$ cat src/rtl/load_wb_scheduler.sv
// load_wb_scheduler
// Purpose: tracks outstanding loads in issue order and pairs each in-order
// memory response with its saved destination register, extraction selector
// and byte offset. Drives the external byte/half-word extraction unit and
// arbitrates the single register-file write port between load returns
// (absolute priority) and ALU results.
//
// Optional feature macro: LOAD_WB_SCOREBOARD_EN
//   defined   : hz_stall flags a stage-2 source that matches a pending load rd
//   undefined : hz_stall is tied 0 (issue logic waits for outstanding == 0)
//
// Ports:
//   clk, reset                     rising-edge clock, async active-high reset
//   ld_issue_valid/ready/rd/sel/byte   load issue handshake and saved fields
//   mem_resp_valid, mem_resp_data  in-order load response (never stalled)
//   ext_sel, ext_byte, ext_rdata   to extraction unit (combinational)
//   ext_result                     extended data back from extraction unit
//   alu_wb_valid/rd/data, alu_wb_stall  ALU write-back request and hold
//   rf_we, rf_waddr, rf_wdata      registered register-file write port
//   outstanding                    loads in flight
//   resp_err                       sticky: response with nothing outstanding
//   hz_rs1, hz_rs2, hz_stall       stage-2 load-use hazard check

`ifndef CPU_DATA_BITS
`define CPU_DATA_BITS 32
`endif

module load_wb_scheduler #(
   parameter int unsigned DEPTH = 4,
   parameter int unsigned CNT_W = $clog2(DEPTH + 1)
) (
   input  logic                      clk,
   input  logic                      reset,

   input  logic                      ld_issue_valid,
   output logic                      ld_issue_ready,
   input  logic [4:0]                ld_issue_rd,
   input  logic [2:0]                ld_issue_sel,
   input  logic [1:0]                ld_issue_byte,

   input  logic                      mem_resp_valid,
   input  logic [`CPU_DATA_BITS-1:0] mem_resp_data,

   output logic [2:0]                ext_sel,
   output logic [1:0]                ext_byte,
   output logic [`CPU_DATA_BITS-1:0] ext_rdata,
   input  logic [`CPU_DATA_BITS-1:0] ext_result,

   input  logic                      alu_wb_valid,
   input  logic [4:0]                alu_wb_rd,
   input  logic [`CPU_DATA_BITS-1:0] alu_wb_data,
   output logic                      alu_wb_stall,

   output logic                      rf_we,
   output logic [4:0]                rf_waddr,
   output logic [`CPU_DATA_BITS-1:0] rf_wdata,

   output logic [CNT_W-1:0]          outstanding,
   output logic                      resp_err,

   input  logic [4:0]                hz_rs1,
   input  logic [4:0]                hz_rs2,
   output logic                      hz_stall
);

   localparam int unsigned PTR_W  = $clog2(DEPTH);
   localparam int unsigned DATA_W = `CPU_DATA_BITS;

   typedef struct packed {
      logic [4:0] rd;
      logic [2:0] sel;
      logic [1:0] byte_sel;
   } tag_t;

   tag_t              fifo [DEPTH];
   tag_t              head;
   logic [PTR_W-1:0]  rd_ptr;
   logic [PTR_W-1:0]  wr_ptr;
   logic [CNT_W-1:0]  count;
   logic [CNT_W-1:0]  count_nxt;
   logic              fifo_empty;
   logic              push;
   logic              pop;

   logic              we_nxt;
   logic [4:0]        waddr_nxt;
   logic [DATA_W-1:0] wdata_nxt;

   // Handshake qualifiers; ready is conservative and ignores a same-cycle pop
   assign fifo_empty     = (count == '0);
   assign ld_issue_ready = (count != CNT_W'(DEPTH));
   assign push           = ld_issue_valid & ld_issue_ready;
   assign pop            = mem_resp_valid & ~fifo_empty;
   assign outstanding    = count;

   // Head fields go straight to the extraction unit; zero when nothing pending
   assign head      = fifo_empty ? '0 : fifo[rd_ptr];
   assign ext_sel   = head.sel;
   assign ext_byte  = head.byte_sel;
   assign ext_rdata = mem_resp_data;

   // A response always wins the write port, even an erroneous one
   assign alu_wb_stall = mem_resp_valid & alu_wb_valid;

   // Tag storage: data only, validity is tracked by count
   always_ff @(posedge clk) begin
      if (push) begin
         fifo[wr_ptr] <= '{rd: ld_issue_rd, sel: ld_issue_sel, byte_sel: ld_issue_byte};
      end
   end

   // Occupancy update
   always_comb begin
      count_nxt = count;
      if (push && !pop) begin
         count_nxt = count + CNT_W'(1);
      end else if (pop && !push) begin
         count_nxt = count - CNT_W'(1);
      end
   end

   // Pointers wrap naturally because DEPTH is a power of two
   always_ff @(posedge clk or posedge reset) begin
      if (reset) begin
         rd_ptr <= '0;
         wr_ptr <= '0;
         count  <= '0;
      end else begin
         count <= count_nxt;
         if (push) begin
            wr_ptr <= PTR_W'(wr_ptr + PTR_W'(1));
         end
         if (pop) begin
            rd_ptr <= PTR_W'(rd_ptr + PTR_W'(1));
         end
      end
   end

   // Write-port select; address/data hold when no write is taken
   always_comb begin
      we_nxt    = 1'b0;
      waddr_nxt = rf_waddr;
      wdata_nxt = rf_wdata;
      if (mem_resp_valid) begin
         // an unmatched response writes nothing but still blocks the ALU
         if (pop && (head.rd != 5'd0)) begin
            we_nxt    = 1'b1;
            waddr_nxt = head.rd;
            wdata_nxt = ext_result;
         end
      end else if (alu_wb_valid && (alu_wb_rd != 5'd0)) begin
         we_nxt    = 1'b1;
         waddr_nxt = alu_wb_rd;
         wdata_nxt = alu_wb_data;
      end
   end

   // Registered write port and sticky error flag
   always_ff @(posedge clk or posedge reset) begin
      if (reset) begin
         rf_we    <= 1'b0;
         rf_waddr <= '0;
         rf_wdata <= '0;
         resp_err <= 1'b0;
      end else begin
         rf_we    <= we_nxt;
         rf_waddr <= waddr_nxt;
         rf_wdata <= wdata_nxt;
         if (mem_resp_valid && fifo_empty) begin
            resp_err <= 1'b1;
         end
      end
   end

`ifdef LOAD_WB_SCOREBOARD_EN
   function automatic logic src_hit(input logic [4:0] rd,
                                    input logic [4:0] rs1,
                                    input logic [4:0] rs2);
      return ((rs1 != 5'd0) && (rs1 == rd)) || ((rs2 != 5'd0) && (rs2 == rd));
   endfunction

   // Entry i is valid when its distance from the read pointer is below count
   always_comb begin
      hz_stall = push & src_hit(ld_issue_rd, hz_rs1, hz_rs2);
      for (int unsigned i = 0; i < DEPTH; i++) begin
         if ((CNT_W'(PTR_W'(PTR_W'(i) - rd_ptr)) < count) &&
             src_hit(fifo[i].rd, hz_rs1, hz_rs2)) begin
            hz_stall = 1'b1;
         end
      end
   end
`else
   logic unused_hz;

   assign unused_hz = ^{hz_rs1, hz_rs2};
   assign hz_stall  = 1'b0;
`endif

endmodule

$ cat config.mk
export PLATFORM = sky130hd
export DESIGN_NAME = load_wb_scheduler
export DESIGN_NICKNAME = d
export VERILOG_FILES = /design/src/rtl/load_wb_scheduler.sv
export SDC_FILE = /design/constraint.sdc
export NUM_CORES = 1
export LEC_CHECK = 0
export CAP_MARGIN = 20
export CORE_UTILIZATION = 44
export DETAILED_ROUTE_END_ITERATION = 7
export PLACE_DENSITY = 0.86
export SLEW_MARGIN = 30
export SYNTH_ARGS = -nofsm -noshare
export SYNTH_HDL_FRONTEND = slang
export SYNTH_SLANG_ARGS = --single-unit
$ cat constraint.sdc
create_clock -name clk -period 4.63 [get_ports clk]
set_clock_uncertainty 0.05 [all_clocks]
set_input_delay 0.926 -clock clk [delete_from_list [all_inputs] [get_ports clk]]
set_output_delay 0.926 -clock clk [all_outputs]
set_load 0.01 [all_outputs]
## Yosys cells after proc, flatten, opt, wreduce, memory -nomap -nowiden

Memories as Yosys holds them, arrays and structs flattened.
Index checks and enable logic that the tools add are counted.

- Reductions and logical operators: 13
- Add/sub/neg operators: 4
- Equality and inequality tests: 2
- Bitwise gates (word level): 4
- Multiplexer cells: 14

Operators by type and width:

| cell | number |
|---|---|
| $mux 32 | 3 |
| $mux 5 | 3 |
| $mux 10 | 1 |
| $reduce_bool 5->1 | 2 |
| $mux 3 | 2 |
| $logic_and 1x1->1 | 5 |
| $mux 1 | 5 |
| $add 2x1->2 const B | 2 |
| $reduce_bool 2->1 | 2 |
| $add 3x1->3 const B | 1 |
| $and 1x1->1 | 3 |
| $logic_not 3->1 | 1 |
| $ne 3x3->1 const B | 1 |
| $sub 3x1->3 const B | 1 |
| $logic_not 1->1 | 2 |
| $ne 2x1->1 const B | 1 |
| $reduce_and 2->1 | 1 |
| $not 1->1 | 1 |

- Output and inout port bits: 82
- Word-level logic and storage cells: 45
- Bits of input ports: 126
- Memory bits (writable): 40
- Register bits after elaboration: 46
- Memories: 1

Memories:

| memory | depth | width | rd ports | clocked after memory_dff | wr ports | line | RTL |
|---|---|---|---|---|---|---|---|
| fifo | 4 | 10 | 1 | 0 | 1 | 75 | `tag_t fifo [DEPTH];` |

## Longest topological paths before layout

Gate-level depths: netlist of the first run.

- Depth in word-level cells: 6
- Depth in mapped cells: 9
- Gate-level depth less buffers: 9

## Worst setup path before layout of the first run

OpenSTA, ideal clock, no wires.

- Path kind: in2out
- Start point: input port mem_resp_valid
- End point: output port alu_wb_stall
- Setup slack: 1.886 ns
- Stages: 3
- Arrival: 1.768 ns
- Data required time: 3.654 ns
- Buffers on the path: 2
- Path through: buf_1 buf_1 and2_1

- Word-level cells in the longest chain between the ends: 1

RTL lines:

| what | line | RTL |
|---|---|---|
| start, declared | 41 | `input logic mem_resp_valid,` |
| $and 1x1->1 | 103 | `assign alu_wb_stall = mem_resp_valid & alu_wb_valid;` |
| end, declared | 52 | `output logic alu_wb_stall,` |

No other way between the ends.

## Final worst setup path of the first run

- Start point: register rd_ptr[0]
- End point: output port ext_byte[0]

- Word-level cells in the longest chain between the ends: 2

RTL lines:

| what | line | RTL |
|---|---|---|
| start, declared | 77 | `logic [PTR_W-1:0] rd_ptr;` |
| start signal, assigned | 134 | `rd_ptr <= PTR_W'(rd_ptr + PTR_W'(1));` |
| $mem_v2 4x10 | -- |  |
| $mux 10 | 97 | `assign head = fifo_empty ? '0 : fifo[rd_ptr];` |
| end, declared | 45 | `output logic [1:0] ext_byte,` |

No other way between the ends.

==> results of run 1 <==
per-layer routing:
metal	GRT usage [%]	wire length, um	vias up
met5	0	0	-
met4	7.35	155	0
met2	32.8	4680	103
met1	20.9	3520	1253
li1	-	-	1154
met3	5.22	644	24
flip-flops by register name, indices dropped and copies added (netlist names):
register and cells:
fifo 40, outstanding 3, rd_ptr 2, resp_err 1
rf_waddr 5, rf_wdata 32, rf_we 1, wr_ptr 2
cell families after synthesis:
family,after synthesis,share of synthesized area (%)
flops,86,55.7
simple gates,29,3.71
mux,81,26.6
xor+xnor,6,1.25
other cells,1,0.0889
compound gates,10,1.99
fa+ha+maj,6,1.96
buf+inv,57,8.69
power groups by stage:
stage	Clock, mW	Sequential, mW	Combinational (mW)
4_1_cts	0.544	1.20	1.18
2_1_floorplan	0	1.21	0.648
6_report	0.527	1.20	1.16
5_1_grt	0.567	1.23	1.24
3_5_place_dp	0	1.21	1.17
3_3_place_gp	0	1.20	1.15
how the worst min path moves through the flow:
stage,from,end,slack (ns),cells past startpoint
after floorplan,resp_err$_DFFE_PP0P_,resp_err$_DFFE_PP0P_,0.44,1
after global placement,resp_err$_DFFE_PP0P_,resp_err$_DFFE_PP0P_,0.39,1
after detailed placement,resp_err$_DFFE_PP0P_,resp_err$_DFFE_PP0P_,0.39,1
after CTS,resp_err$_DFFE_PP0P_,resp_err$_DFFE_PP0P_,0.42,1
after global routing,resp_err$_DFFE_PP0P_,resp_err$_DFFE_PP0P_,0.43,1
final,resp_err$_DFFE_PP0P_,resp_err$_DFFE_PP0P_,0.41,1
cell type report:
class                   count  area share, %
multi-input cells         133           27.0
repair buffers            134           23.7
inverters                  13          0.914
clock buffers               9           2.21
well taps                 129           2.88
clock inverters             7           1.32
flip-flops and latches     86           41.9
Yosys cell counts:
cell	n	area, sq um
ha_1	5	62.6
a2bb2oi_1	1	8.76
mux4_2	12	270
mux2_4	20	300
nor3_1	1	5.00
xor2_1	3	26.3
buf_1	2	7.51
nand2b_1	1	6.26
a2bb2oi_2	1	15.0
nand2_1	2	7.51
or4_4	1	11.3
dfrtp_1	46	1150
conb_1	1	3.75
o22ai_1	5	31.3
nor2_1	11	41.3
nand3_2	1	10.0
a21o_1	1	7.51
buf_2	2	10.0
nor2b_1	6	37.5
fa_1	1	20.0
and3_1	4	25.0
and2_1	1	6.26
inv_1	13	48.8
buf_6	3	33.8
edfxtp_1	40	1200
o21ai_4	1	16.3
and2_0	1	6.26
o21ai_0	1	5.00
clkbuf_1	3	11.3
buf_4	34	255
mux2_2	49	552
xnor2_1	3	26.3
through the flow:
stage / cells / hold slack [ns] / area, sq um / util (%) / total power [mW]
global route: 511 / 0.431 / 5610 / 60.4 / 3.04
detailed placement: 495 / 0.393 / 5410 / 58.3 / 2.38
global placement: 495 / 0.390 / 5410 / 58.2 / 2.35
CTS: 511 / 0.415 / 5610 / 60.4 / 2.92
floorplan: 276 / 0.443 / 4220 / - / 1.86
finish: 511 / 0.413 / 5610 / 60.4 / 2.89
==> impl_metrics.env, run 1 <==
export IMPL_pre_cts_ws_ns=1.08
export IMPL_nets=509
export IMPL_postCtsSetupBuffers=0
export IMPL_ys_types=32
export IMPL_multiInputGateArea_sq_um=1520
export IMPL_pin_count=208
export IMPL_finalSetupViolations=0
export IMPL_cts_hold_buffers=0
export IMPL_synth_warning_count=0
export IMPL_core_area_sq_um=9280
export IMPL_area_growth_pct=33.0
export IMPL_combPwrFrac_pct=40.2
export IMPL_die_area_sq_um=9990
export IMPL_drv_slew=0
export IMPL_layout_commonest_cell="clkdlybuf4s50_1"
export IMPL_crit_path_end="ext_byte[0]"
export IMPL_synth_fp_nets=408
export IMPL_port_buffers=132
export IMPL_die_x_um=99.9
export IMPL_antenna_left=0
export IMPL_gr_total_overflow=0
export IMPL_period_needed_ns=3.43
export IMPL_start_util_pct=45.5
export IMPL_critPathCaptureType="output port"
export IMPL_final_hold_violation_count=0
export IMPL_path_class="register to output port"
export IMPL_totalWireLength_um=9000
export IMPL_netlist_instances=276
export IMPL_p_int_mw=1.96
export IMPL_grt_util_all_layers_pct=18.5
export IMPL_post_cts_resized=0
export IMPL_routedWlPerCell_um=17.6
export IMPL_crit_buf_inv=1
export IMPL_clk_path_buf_depth=2
export IMPL_hold_path_class="register to register"
export IMPL_timing_fmax_ghz=0.292
export IMPL_fp_dieH_um=99.9
export IMPL_grt_pass1_wl_um=13700
export IMPL_netlist_area_sq_um=4220
export IMPL_antenna_found_initial=0
export IMPL_rsz0062_at_grt="no"
export IMPL_cpMaxStageDelayCell="dfrtp_1"
export IMPL_cellLeakagePower_nw=2.20
export IMPL_drt_iter0_drc=60
export IMPL_crit_fanout=13
export IMPL_insertion_delay_ns=0.36
export IMPL_fin_crit_sh_pct=74.0
export IMPL_path_depth=3
export IMPL_p_sw_share_pct=31.9
export IMPL_cp_required_ns=3.65
export IMPL_arrival_ns=2.45
export IMPL_regToRegEndpoint="rf_wdata[0]$_DFFE_PP0P_"
export IMPL_viasPerCell=4.96
export IMPL_reg2reg_from="rd_ptr[0]$_DFFE_PP0P_"
export IMPL_avgSynthCellArea_sq_um=15.3
export IMPL_cts_buffers_inserted=9
export IMPL_drt_pass1_iterations=4
export IMPL_power_density_nw_per_um2=514
export IMPL_dp_hpwl_um=6570
export IMPL_finalSetupTns_ns=0
export IMPL_worstMarginPinSlew_ns=0.793
export IMPL_grt_pass1_vias=2721
export IMPL_root_buffer="clkbuf_8"
export IMPL_seq_area_frac_synth_pct=55.7
export IMPL_rows=35
export IMPL_path_delay_family="flip-flops"
export IMPL_grt_max_degree=47
export IMPL_setup_ws_ns=1.20
export IMPL_seq_area_sq_um=2350
export IMPL_start_kind="register"
export IMPL_crit_path_max_incr_delay_ns=0.83
export IMPL_r2r_cells=6
export IMPL_r2r_setup_slack_ns=1.41
export IMPL_status="complete, no violations"
export IMPL_fill_cells=744
export IMPL_drive_gt1_share_pct=27.7
export IMPL_clkTransAtPathRegs_ns=0.10
export IMPL_maxCapViolCount=0
export IMPL_tritoncts="built"
export IMPL_final_cell_mix="131 x clkdlybuf4s50_1, 49 x mux2_2, 46 x dfrtp_1, 40 x edfxtp_1, 20 x mux2_4"
export IMPL_crit_start="rd_ptr[0]$_DFFE_PP0P_"
export IMPL_htree_levels=3
export IMPL_seq_power_share_pct=41.5
export IMPL_switchingPower_mw=0.921
export IMPL_slew_headroom_pct=47.0
export IMPL_crit_chain="mux4_2 > nor2b_1 > clkdlybuf4s50_1"
export IMPL_drc=0
export IMPL_diodes=0
export IMPL_vias=2534
export IMPL_numClockSinks=86
export IMPL_ys_seq_elements=86
export IMPL_ir_drop_mv=0.350
export IMPL_routabilityCongestion=0.732
export IMPL_clkPwrFrac_pct=18.3
(Power assumes the default switching activity.)
==> run 2, diff against run 1 <==
--- a/config.mk
+++ b/config.mk
@@ -6,9 +6,9 @@
 export NUM_CORES = 1
 export LEC_CHECK = 0
 export CAP_MARGIN = 20
-export CORE_UTILIZATION = 44
+export CORE_UTILIZATION = 41
 export DETAILED_ROUTE_END_ITERATION = 7
-export PLACE_DENSITY = 0.86
+export PLACE_DENSITY = 0.81
 export SLEW_MARGIN = 30
 export SYNTH_ARGS = -nofsm -noshare
 export SYNTH_HDL_FRONTEND = slang
==> constraint.sdc (replaced) <==
create_clock -name clk -period 3.5 [get_ports clk]
set_clock_uncertainty 0.05 [all_clocks]
set_input_delay 0.7 -clock clk [delete_from_list [all_inputs] [get_ports clk]]
set_output_delay 0.7 -clock clk [all_outputs]
set_load 0.01 [all_outputs]
==> run 2 against run 1 <==
  * Non-clock buffer count increased by 6
  * Critical path depth increased by 1
  * Combinational power increased by 42%
  * Sequential share of layout area decreased by 0.65 points
  * Final cell count increased by 2.0%
  * Global-route usage decreased by 0.13 points
  * Die area increased by 7.2%
  * Power increased by 37%
==> impl_metrics.env, run 2 (synthesis gave the netlist of run 1 again) <==
export IMPL_reg2reg_from="rd_ptr[0]$_DFFE_PP0P_"
export IMPL_final_area_sq_um=5700
export IMPL_met1_usage_pct=19.3
export IMPL_fin_crit_sh_pct=86.9
export IMPL_crit_fanout=9
export IMPL_finalSetupTns_ns=0
export IMPL_largest_registers="fifo x40, rf_wdata x32, rf_waddr x5"
export IMPL_pin_count=208
export IMPL_use_met3_pct=6.45
export IMPL_status="complete, no violations"
export IMPL_postPlaceCellArea_sq_um=5490
export IMPL_arrival_ns=2.29
export IMPL_dp_hpwl_um=7210
export IMPL_vias=2545
export IMPL_rsz0062_at_grt="no"
export IMPL_insertion_delay_ns=0.35
export IMPL_nets=515
export IMPL_start_kind="register"
export IMPL_finalSetupViolations=0
export IMPL_drt_pass1_iterations=4
export IMPL_dp_cells=505
export IMPL_layout_commonest_cell="clkdlybuf4s50_1"
export IMPL_critPathCaptureType="output port"
export IMPL_hold_path_class="register to register"
export IMPL_ir_drop_mv=0.428
export IMPL_busiest_layer="met2"
export IMPL_routabilityCongestion=0.737
export IMPL_antenna_left=0
export IMPL_slew_headroom_pct=59.8
export IMPL_grt_max_degree=47
export IMPL_maxCapViolCount=0
export IMPL_power_density_nw_per_um2=692
export IMPL_cellLeakagePower_nw=2.25
export IMPL_clkTransAtPathRegs_ns=0.08
export IMPL_seq_area_sq_um=2350
export IMPL_area_growth_pct=35.1
export IMPL_clk_path_buf_depth=2
export IMPL_worstMarginPinSlew_ns=0.603
export IMPL_final_cell_mix="131 x clkdlybuf4s50_1, 49 x mux2_2, 46 x dfrtp_1, 40 x edfxtp_1, 20 x mux2_4"
export IMPL_path_class="register to output port"
export IMPL_diodes=0
export IMPL_core_area_sq_um=9860
export IMPL_post_cts_resized=0
export IMPL_crit_start="rd_ptr[0]$_DFFE_PP0P_"
export IMPL_start_util_pct=42.8
export IMPL_die_x_um=103
export IMPL_port_buffers=132
export IMPL_drv_slew=0
export IMPL_numClockSinks=86
export IMPL_fill_cells=773
export IMPL_die_area_sq_um=10700
export IMPL_fin_cells=521
export IMPL_final_hold_violation_count=0
export IMPL_fp_dieH_um=103
export IMPL_routedWlPerCell_um=18.4
export IMPL_antenna_found_initial=0
export IMPL_rows=36
export IMPL_largest_reg_flops=40
export IMPL_grt_util_all_layers_pct=18.3
export IMPL_use_met2_pct=33.5
export IMPL_multiInputGateArea_sq_um=1510
export IMPL_drive_gt1_share_pct=28.4
export IMPL_drc=0
export IMPL_period_needed_ns=3.04
export IMPL_timing_fmax_ghz=0.329
export IMPL_postCtsSetupBuffers=0
export IMPL_grt_pass1_wl_um=13900
export IMPL_drt_iter0_drc=62
export IMPL_largest_register="fifo"
export IMPL_cp_required_ns=2.75
export IMPL_worstHoldStart="resp_err$_DFFE_PP0P_"
export IMPL_cts_hold_buffers=0
export IMPL_viasPerCell=4.88
export IMPL_grt_pass1_vias=2738
export IMPL_htree_levels=3
export IMPL_gr_total_overflow=0
export IMPL_root_buffer="clkbuf_8"
export IMPL_cts_buffers_inserted=9
export IMPL_fin_hold_ws_ns=0.424
export IMPL_tritoncts="built"
export IMPL_totalWireLength_um=9590
==> run 2: changes by cell type in the layout (fill, tap and decap cells not counted), sizes merged <==
| cell | previous run | this run |
|---|---|---|
| bufinv | 0 | 2 |
| buf | 3 | 9 |
| inv | 18 | 13 |
| clkinvlp | 0 | 1 |
| clkinv | 2 | 3 |
| clkbuf | 9 | 10 |
==> run 2: path summary, 6_finish.rpt <==
kind	slack (ns)	cells past startpoint	endpoint
setup / recovery	0.46	4	ext_sel[2]
hold / removal	0.42	1	resp_err$_DFFE_PP0P_
setup reg to reg	0.98	7	rf_wdata[4]$_DFFE_PP0P_
hold reg to reg	0.42	1	resp_err$_DFFE_PP0P_
max in group asynchronous	2.29	2	rd_ptr[1]$_DFFE_PP0P_
min in group asynchronous	0.71	2	rf_wdata[13]$_DFFE_PP0P_
==> run 2: area by class of cell <==
class	count	area share, %
repair buffers	140	24.6
flip-flops and latches	86	41.3
inverters	13	0.900
well taps	133	2.92
clock inverters	6	1.51
multi-input cells	133	26.5
clock buffers	10	2.24
==> run 2: where the power goes <==
group | internal, mW | leakage, nW | switching, mW | total [mW]
clock network | 0.401 | 0.106 | 0.349 | 0.751
registers | 1.36 | 0.902 | 0.183 | 1.55
logic | 1.00 | 1.24 | 0.651 | 1.65
==> run 2: critical path, stage by stage, from the launching register on <==
cell and delay, ns:
dfrtp_1 0.50, buf_4 0.29, mux4_2 0.53, nor2b_1 0.15, clkdlybuf4s50_1 0.48
==> run 2: metrics by stage <==
step	power, mW	worst slack (ns)	util [%]
2_1_floorplan	2.46	1.12	-
3_3_place_gp	3.15	0.0234	55.2
3_5_place_dp	3.23	0.408	55.6
4_1_cts	4.01	0.414	57.8
5_1_grt	4.17	0.325	57.8
6_report	3.95	0.457	57.8
==> run 2: layer usage <==
layer	share of wire [%]	wire length, um
met3	8.3	796
met5	0	0
met1	36	3470
met2	54	5150
met4	1.8	177
